### config.mk
export PLATFORM = sky130hd
export DESIGN_NAME = shift_univ_burst
export DESIGN_NICKNAME = d
export VERILOG_FILES = /design/src/rtl/shift_univ_burst.sv
export SDC_FILE = /design/constraint.sdc
export NUM_CORES = 1
export LEC_CHECK = 0
export ABC_CLOCK_PERIOD_IN_PS = 2500
export BUFFER_PORTS_ARGS = -buffer_cell sky130_fd_sc_hd__buf_2
export CORE_MARGIN = 2
export CORE_UTILIZATION = 56
export CTS_BUF_LIST = sky130_fd_sc_hd__clkbuf_4 sky130_fd_sc_hd__clkbuf_8
export DETAILED_ROUTE_END_ITERATION = 8
export GPL_TIMING_DRIVEN = 0
export PLACE_DENSITY = 0.92
export SLEW_MARGIN = 30
export SYNTH_ARGS = -nofsm -noshare
export SYNTH_HDL_FRONTEND = slang
export SYNTH_SLANG_ARGS = --single-unit
### constraint.sdc
create_clock -name clk -period 2.5 [get_ports clk]
set_input_delay 0.75 -clock clk [delete_from_list [all_inputs] [get_ports clk]]
set_output_delay 0.75 -clock clk [all_outputs]
set_load 0.01 [all_outputs]
### src/rtl/shift_univ_burst.sv
// Universal shift register with hold, right/left shift and parallel load.
// A burst engine runs a counted sequence of shifts, with optional rotation.
module shift_univ_burst #(
  parameter int                WIDTH     = 8,
  parameter int                LEN_W     = 4,
  parameter logic [WIDTH-1:0]  RESET_VAL = '0
) (
  input  logic             clk,
  input  logic             rst,
  input  logic             en,
  input  logic [1:0]       mode,
  input  logic             sin_r,
  input  logic             sin_l,
  input  logic [WIDTH-1:0] pin,
  input  logic             start,
  input  logic             dir,
  input  logic [LEN_W-1:0] len,
  input  logic             rot,
  output logic [WIDTH-1:0] q,
  output logic             sout_r,
  output logic             sout_l,
  output logic             busy,
  output logic             done,
  output logic [LEN_W-1:0] cnt
);

  typedef enum logic {
    IDLE  = 1'b0,
    SHIFT = 1'b1
  } state_t;

  localparam logic [1:0] MODE_HOLD  = 2'b00;
  localparam logic [1:0] MODE_RIGHT = 2'b01;
  localparam logic [1:0] MODE_LEFT  = 2'b10;
  localparam logic [1:0] MODE_LOAD  = 2'b11;

  state_t             state_reg, state_next;
  logic [WIDTH-1:0]   q_reg, q_next;
  logic [LEN_W-1:0]   cnt_reg, cnt_next;
  logic               busy_reg, busy_next;
  logic               done_reg, done_next;
  logic               dir_reg, dir_next;
  logic               rot_reg, rot_next;

  logic               burst_rot;
  logic               s_r, s_l;
  logic [WIDTH-1:0]   shr, shl;

  // Rotation feeds the outgoing bit back in; otherwise the serial pins feed the shift.
  assign burst_rot = (state_reg == SHIFT) && rot_reg;
  assign s_r       = burst_rot ? q_reg[0]       : sin_r;
  assign s_l       = burst_rot ? q_reg[WIDTH-1] : sin_l;

  genvar gi;
  generate
    for (gi = 0; gi < WIDTH - 1; gi++) begin : g_shift
      assign shr[gi]   = q_reg[gi+1];
      assign shl[gi+1] = q_reg[gi];
    end
  endgenerate

  assign shr[WIDTH-1] = s_r;
  assign shl[0]       = s_l;

  always_ff @(posedge clk or negedge rst) begin
    if (!rst) begin
      state_reg <= IDLE;
      q_reg     <= RESET_VAL;
      cnt_reg   <= '0;
      busy_reg  <= 1'b0;
      done_reg  <= 1'b0;
      dir_reg   <= 1'b0;
      rot_reg   <= 1'b0;
    end else begin
      state_reg <= state_next;
      q_reg     <= q_next;
      cnt_reg   <= cnt_next;
      busy_reg  <= busy_next;
      done_reg  <= done_next;
      dir_reg   <= dir_next;
      rot_reg   <= rot_next;
    end
  end

  always_comb begin
    state_next = state_reg;
    q_next     = q_reg;
    cnt_next   = cnt_reg;
    busy_next  = busy_reg;
    done_next  = 1'b0;
    dir_next   = dir_reg;
    rot_next   = rot_reg;
    case (state_reg)
      IDLE: begin
        if (start) begin
          // A burst request wins over any manual op issued in the same cycle.
          dir_next = dir;
          rot_next = rot;
          cnt_next = len;
          if (len != '0) begin
            state_next = SHIFT;
            busy_next  = 1'b1;
          end else begin
            done_next = 1'b1;
          end
        end else if (en) begin
          case (mode)
            MODE_HOLD:  q_next = q_reg;
            MODE_RIGHT: q_next = shr;
            MODE_LEFT:  q_next = shl;
            MODE_LOAD:  q_next = pin;
            default:    q_next = q_reg;
          endcase
        end
      end
      SHIFT: begin
        q_next   = dir_reg ? shl : shr;
        cnt_next = cnt_reg - 1'b1;
        if (cnt_reg == LEN_W'(1)) begin
          state_next = IDLE;
          busy_next  = 1'b0;
          done_next  = 1'b1;
        end
      end
      default: begin
        state_next = IDLE;
        busy_next  = 1'b0;
      end
    endcase
  end

  assign q      = q_reg;
  assign cnt    = cnt_reg;
  assign busy   = busy_reg;
  assign done   = done_reg;
  assign sout_r = q_reg[0];
  assign sout_l = q_reg[WIDTH-1];

endmodule

Yosys cells after proc, flatten, opt, wreduce, memory -nomap -nowiden
Index checks and enable logic that the tools add are counted.
{ "word_totals": {"regBits": 17, "inputBits": 22, "word_cells": 46} }
{ "op_classes": {"addsub": 1, "n_eq_ne": 10, "muxes": 21, "n_bitwise": 1, "reduce_logical": 6} }
{ "op_table": {"columns": ["op", "n"], "rows": [
  ["2-to-1 mux 8 bit", 3],
  ["case mux 8 bit (3 select lines)", 1],
  ["case mux 8 bit (2 select lines)", 1],
  ["2-to-1 mux 1 bit", 11],
  ["inequality test 2 bit (second input constant)", 5],
  ["case mux 4 bit (2 select lines)", 1],
  ["case mux 1 bit (2 select lines)", 3],
  ["AND reduction 3 bit", 2],
  ["== test 2 bit (second input constant)", 2],
  ["== test 4 x 1 -> 1 bit (second input constant)", 1],
  ["2-to-1 mux 4 bit", 1],
  ["nonzero test 4 bit", 1],
  ["subtractor 4 x 1 -> 4 bit (second input constant)", 1],
  ["== test 2 x 1 -> 1 bit (second input constant)", 1],
  ["logical NOT 2 bit", 1],
  ["inequality test 2 x 1 -> 1 bit (second input constant)", 1],
  ["AND reduction 2 bit", 1],
  ["logical AND 1 bit", 1],
  ["inverter 1 bit", 1]
]} }

Longest topological paths before layout
Gate-level depths: netlist of run 1.
{ "depth": {"word_depth": 6, "mapped_depth": 5, "mapped_depth_nobuf": 5} }

Worst setup path before layout of run 1
No wires, ideal clock.
{ "synth_path": {"path_type": "input port to flip-flop", "from": "in start", "to": "reg q_reg[7] (netlist: q[7])", "setup_time_ns": 0.124, "t_arrival_ns": 1.626, "required_time_ns": 2.376, "setup_slack_ns": 0.751, "path_stages": 5, "path_buffers": 2, "path_cell_list": "buf_6 -> nand2b_4 -> buf_6 -> o21a_4 -> o31a_1"} }
{ "synth_via": {"elab_chain_len": 2} }
{ "synth_rtl": {"columns": ["item", "line", "rtl"], "rows": [
  ["from (decl)", "15", "input logic start,"],
  ["inequality test 2 bit (no source line)", null, null],
  ["AND reduction 3 bit (no source line)", null, null],
  ["to (signal assigned)", "76", "q_reg <= q_next;"],
  ["to (decl)", "38", "logic [WIDTH-1:0] q_reg, q_next;"]
]} }
No other way between the ends.
A chain may end at the register's enable or synchronous reset.

Final worst setup path of run 1
{ "layout_path": {"from": "reg q_reg[7] (netlist: q[7])", "to": "out q[7]"} }
{ "layout_lines": {"columns": ["item", "line", "rtl"], "rows": [
  ["to (decl)", "19", "output logic [WIDTH-1:0] q,"]
]} }
No word-level cell between the ends.

==> results of run 1 <==
## power breakdown
| group | leakage, µW | internal (µW) | total, µW | switching [µW] |
|---|---|---|---|---|
| logic | 0.000461 | 462 | 965 | 504 |
| registers | 0.000199 | 415 | 589 | 174 |
| clock network | 0.0000177 | 59.7 | 156 | 96.4 |
## area by class of cell
cell class	count	share of cell area [%]
flip-flops and latches	17	29.7
plain buffers	10	4.62
multi-input cells	90	47.6
clock buffers	3	1.57
well taps	27	2.36
clock inverters	1	0.349
repair buffers	35	12.2
inverters	6	1.57
## metal layers
layer,GRT usage [%],vias to the layer above,part of all wire (%)
met4,7.87,0,1.6
met3,4.17,8,7.6
met1,35.1,578,41
met5,0,-,0
li1,-,532,-
met2,46.7,59,50
## worst max-delay path, stage by stage (launching register included)
cell and delay (ps):
dfrtp_1 470, buf_4 160, buf_2 130
## worst max path at each step
| stage | start | end | slack, ps | depth (start not counted) |
|---|---|---|---|---|
| floorplan | start | q[7] | 750 | 5 |
| global placement | mode[0] | q[5] | 670 | 4 |
| detailed placement | mode[0] | q[5] | 660 | 4 |
| CTS | q[7] | q[7] | 720 | 2 |
| global route | q[7] | q[7] | 690 | 2 |
| finish | q[7] | q[7] | 700 | 2 |
## cell families after synthesis
| family | count (synthesis) | synth area share [%] |
|---|---|---|
| AO/OA/AOI/OAI | 41 | 26.6 |
| AND/OR/NAND/NOR | 32 | 15.0 |
| flip-flops | 17 | 35.5 |
| buffers and inverters | 16 | 7.42 |
| multiplexers | 13 | 11.8 |
| XOR/XNOR | 2 | 1.46 |
| adder cells (fa/ha/maj) | 2 | 2.09 |
## per-stage QoR
| step | area [µm²] | utilization [%] |
|---|---|---|
| 3_5_place_dp | 1410 | 71.0 |
| 6_report | 1430 | 72.3 |
| 5_1_grt | 1430 | 72.3 |
| 2_1_floorplan | 1200 | - |
| 3_3_place_gp | 1410 | 71.0 |
| 4_1_cts | 1430 | 72.3 |
## synthesized netlist by cell type
master | count | area (µm²)
dfrtp_1 | 17 | 425
a211oi_1 | 15 | 113
nor2b_1 | 14 | 87.6
mux2_2 | 9 | 101
nand2_1 | 7 | 26.3
o211ai_1 | 7 | 52.6
o31ai_1 | 6 | 45.0
buf_2 | 5 | 25.0
inv_1 | 5 | 18.8
a21oi_1 | 4 | 20.0
mux2i_1 | 4 | 40.0
nor2_1 | 3 | 11.3
o211a_1 | 3 | 30.0
a21o_1 | 2 | 15.0
buf_4 | 2 | 15.0
buf_6 | 2 | 22.5
ha_1 | 2 | 25.0
nor3_1 | 2 | 10.0
a221oi_2 | 1 | 15.0
and2_1 | 1 | 6.26
and2b_1 | 1 | 7.51
clkbuf_1 | 1 | 3.75
clkinv_1 | 1 | 3.75
nand2b_4 | 1 | 13.8
nand3_1 | 1 | 5.00
nor2_2 | 1 | 6.26
nor4_1 | 1 | 6.26
o21a_4 | 1 | 15.0
o21ai_0 | 1 | 5.00
o31a_1 | 1 | 8.76
xnor2_1 | 1 | 8.76
xor2_1 | 1 | 8.76
==> results.md, run 1 <==
- Status: finished clean
- Unrepaired setup endpoints after global routing: false
- R2r endpoint: q[7]
- Fill count: 153
- Grt total ovfl: 0
- Setup violators final: 0
- Setup Skew: 3.57 ps
- Min-delay worst type: input pin to async pin
- Layout Cells excl Fill: 189
- Pre-antenna DRT Iters: 4
- Die ar.: 2520 µm²
- Hold buffers post-CTS: 0
- FF-to-FF path depth: 4
- Worst hold margin: 349 ps
- Fin. max-slew vios: 0
- Storage element area: 425 µm²
- Total track usage: 27.2%
- Syn-to-layout area delta: 19.7%
- Worst-margin pin slew: 470 ps
- Root buffer cell: clkbuf_4
- CTS buffer count: 3
- Htree depth: 1
- Initial antenna violation count: 0
- CTS tree: built
- CP endpoint kind: output port
- Synthesized area: 1200 µm²
- Final count of hold timing violations: 0
- Top Ports: 38
- DRC: 0
- RePlAce Congestion: 0.841
- Hpwl dp: 2.32 mm
- Row count: 16
- Max cap viols: 0
- Vias in the first global route: 1111
- Global-route wire length before repair: 5.18 mm
- IO Port Bufs: 35
- DRT antenna net count: 0
- Routed via count: 1177
- Fmax: 555 MHz
- Pin count of the biggest net entering global routing: 18
- Max Buffers Root-to-Sink: 2
- Most common cell after layout, fill and taps aside: buf_2
- Post-CTS Setup Bufs: 0
- Final WS setup: 697 ps
- Clock-pin transition on the worst setup and hold timing paths: 110 ps
- Seq cells post-synth: 17
- CP Max Fanout: 5
- Area occupied by multi-input gates: 683 µm²
- Final min period: 1800 ps
- CORE AREA: 1980 µm²
- Fin crit share: 72.1%
- Placed insts: 185
- DP Worst Slack: 655 ps
- Total Routed Length: 3.16 mm
- Avg Cell Area, Syn: 9.73 µm²
- Vert. Die Dim: 50.2 µm
- Max transition margin: 68.7%
- Distinct cells, synth: 32
- Syn_nets: 147
- Worst-Skew Late Latency: 300 ps
- Layout cells sized above 1: 37.7%
- Total negative setup slack: 0 ps
- # nets final: 187
- Die width: 50.2 µm
- Worst Path Arrival: 1050 ps
- Ant. Diodes: 0
- VDD IR-drop max: 0.676 mV
- CTS resizes: 0
- Critical Path RT: 1750 ps
- PwrDens: 1190 nW/µm²
- Vias per cell: 6.23
- Seq/Total Area, Yosys: 35.5%
- Commonest non-fill, non-tap cells in the layout: buf_2, dfrtp_1, a211oi_1
- Detailed Route Iter0 Violations: 35
- CP startpoint kind: flip-flop
- Crit Path Category: flip-flop to output port
- Yosys warnings: 0
- Reg-to-reg slack, setup: 970 ps
- Avg WL per Cell: 16.7 µm
- Max FFs per register: 8
- Initial Util: 60.4%
- Critical R2R Launch: state_reg
- Gate Count Post-Synth: 123
- Clk sinks: 17
- Leakage power: 0.000678 µW
- Tot Pwr: 1710 µW
(Power assumes the default switching activity.)
==> inputs of run 2 (changes only) <==
--- a/config.mk
+++ b/config.mk
@@ -5,14 +5,14 @@
 export SDC_FILE = /design/constraint.sdc
 export NUM_CORES = 1
 export LEC_CHECK = 0
-export ABC_CLOCK_PERIOD_IN_PS = 2500
+export ABC_CLOCK_PERIOD_IN_PS = 1600
 export BUFFER_PORTS_ARGS = -buffer_cell sky130_fd_sc_hd__buf_2
 export CORE_MARGIN = 2
-export CORE_UTILIZATION = 56
+export CORE_UTILIZATION = 47
 export CTS_BUF_LIST = sky130_fd_sc_hd__clkbuf_4 sky130_fd_sc_hd__clkbuf_8
 export DETAILED_ROUTE_END_ITERATION = 8
 export GPL_TIMING_DRIVEN = 0
-export PLACE_DENSITY = 0.92
+export PLACE_DENSITY = 0.83
 export SLEW_MARGIN = 30
 export SYNTH_ARGS = -nofsm -noshare
 export SYNTH_HDL_FRONTEND = slang
==> constraint.sdc (replaced) <==
create_clock -name clk -period 1.6 [get_ports clk]
set_input_delay 0.48 -clock clk [delete_from_list [all_inputs] [get_ports clk]]
set_output_delay 0.48 -clock clk [all_outputs]
set_load 0.01 [all_outputs]
==> results.md, run 2 (synthesized netlist as in run 1, its figures left out) <==
- Status: finished clean
- Worst-Skew Late Latency: 310 ps
- Routed via count: 1117
- Storage element area: 425 µm²
- Post-CTS Setup Bufs: 0
- VDD IR-drop max: 0.977 mV
- CTS resizes: 0
- Commonest non-fill, non-tap cells in the layout: buf_2, dfrtp_1, a211oi_1
- Detailed Route Iter0 Violations: 26
- Max FFs per register: 8
- CP Max Fanout: 6
- Worst Path Buf+Inv: 2
- Fin. max-slew vios: 0
- DRT antenna net count: 0
- RePlAce Congestion: 0.872
- Total track usage: 22.1%
- Area occupied by multi-input gates: 683 µm²
- Highest cell delay on the worst timing path: 450 ps
- Worst hold margin: 82.6 ps
- Setup Skew: 2.62 ps
- Avg WL per Cell: 15.5 µm
- Layout Cells excl Fill: 192
- CP startpoint kind: flip-flop
- CTS tree: built
- CORE AREA: 2450 µm²
- Initial antenna violation count: 0
- Fill count: 234
- Critical Path, Cell by Cell: buf_4 -> buf_2
- CTS buffer count: 3
- Total Routed Length: 2.98 mm
- Total negative setup slack: 0 ps
- Top Ports: 38
- Most common cell after layout, fill and taps aside: buf_2
- PwrDens: 1840 nW/µm²
- Fmax: 660 MHz
- # nets final: 187
- Worst Path Arrival: 1030 ps
- Max cap viols: 0
- Layout cells sized above 1: 37.7%
- Slowest-stage cell, CP: dfrtp_1
- Vert. Die Dim: 54.5 µm
- DRC: 0
- Ant. Diodes: 0
- Final count of hold timing violations: 0
- Vias in the first global route: 1060
- CP endpoint kind: output port
- Root buffer cell: clkbuf_4
- Leakage power: 0.000678 µW
- Clock-pin transition on the worst setup and hold timing paths: 110 ps
- Pin count of the biggest net entering global routing: 18
- Crit Path Category: flip-flop to output port
- Pre-antenna DRT Iters: 4
- Htree depth: 1
- Row count: 18
- Hold buffers post-CTS: 0
- Placed insts: 188
- Final min period: 1510 ps
- Die ar.: 2970 µm²
- Worst-margin pin slew: 483 ps
- Global-route wire length before repair: 4.77 mm
- Min-delay worst type: input pin to async pin
- Hpwl dp: 2.16 mm
- IO Port Bufs: 35
- Max Buffers Root-to-Sink: 2
- Setup violators final: 0
- Die width: 54.5 µm
- Max transition margin: 67.8%
- Fin crit share: 94.7%
- Vias per cell: 5.82
- Unrepaired setup endpoints after global routing: false
- Grt total ovfl: 0
- Critical Path RT: 1120 ps
- Clk sinks: 17
- Initial Util: 48.8%
- CP top delay family: flip-flops
- Syn-to-layout area delta: 20.1%
## run 2: where the power goes
part | leakage (µW) | internal, µW | switching (µW) | total [µW]
Combinational | 0.000461 | 721 | 772 | 1490
Sequential | 0.000199 | 649 | 256 | 905
Clock | 0.0000177 | 93.5 | 156 | 249
## run 2: path summary, 6_finish.rpt
path | start | to | slack, ps | cells past startpoint
min | rst | q[3] | 80 | 1
max in group asynchronous | rst | dir_reg | 1230 | 1
min in group clk | rot | rot_reg | 400 | 2
min reg2reg | busy | busy | 500 | 1
max reg2reg | state_reg | q[7] | 110 | 4
max | q[0] | q[0] | 90 | 2
## run 2: metrics by stage
stage,util (%),area [µm²],setup WS (ps),total power [µW]
floorplan,-,1200,121,1920
global placement,57.4,1410,57.5,2330
detailed placement,57.4,1410,12.3,2400
CTS,58.6,1440,70.8,2660
global route,58.6,1440,34.5,2880
finish,58.6,1440,85.5,2650
## run 2: cell type report
type,instances,share of cell area [%]
clock buffers,3,1.57
inverters,6,1.57
repair buffers,35,12.2
flip-flops and latches,17,29.6
multi-input cells,90,47.5
plain buffers,10,4.61
clock inverters,1,0.348
well taps,30,2.61
## run 2: routing by layer
| layer | up-vias | GRT usage [%] | part of all wire, % |
|---|---|---|---|
| li1 | 535 | - | - |
| met1 | 541 | 26.7 | 42 |
| met2 | 36 | 40.2 | 52 |
| met3 | 5 | 2.73 | 4.6 |
| met4 | 0 | 7.50 | 1.3 |
| met5 | - | 0 | 0 |
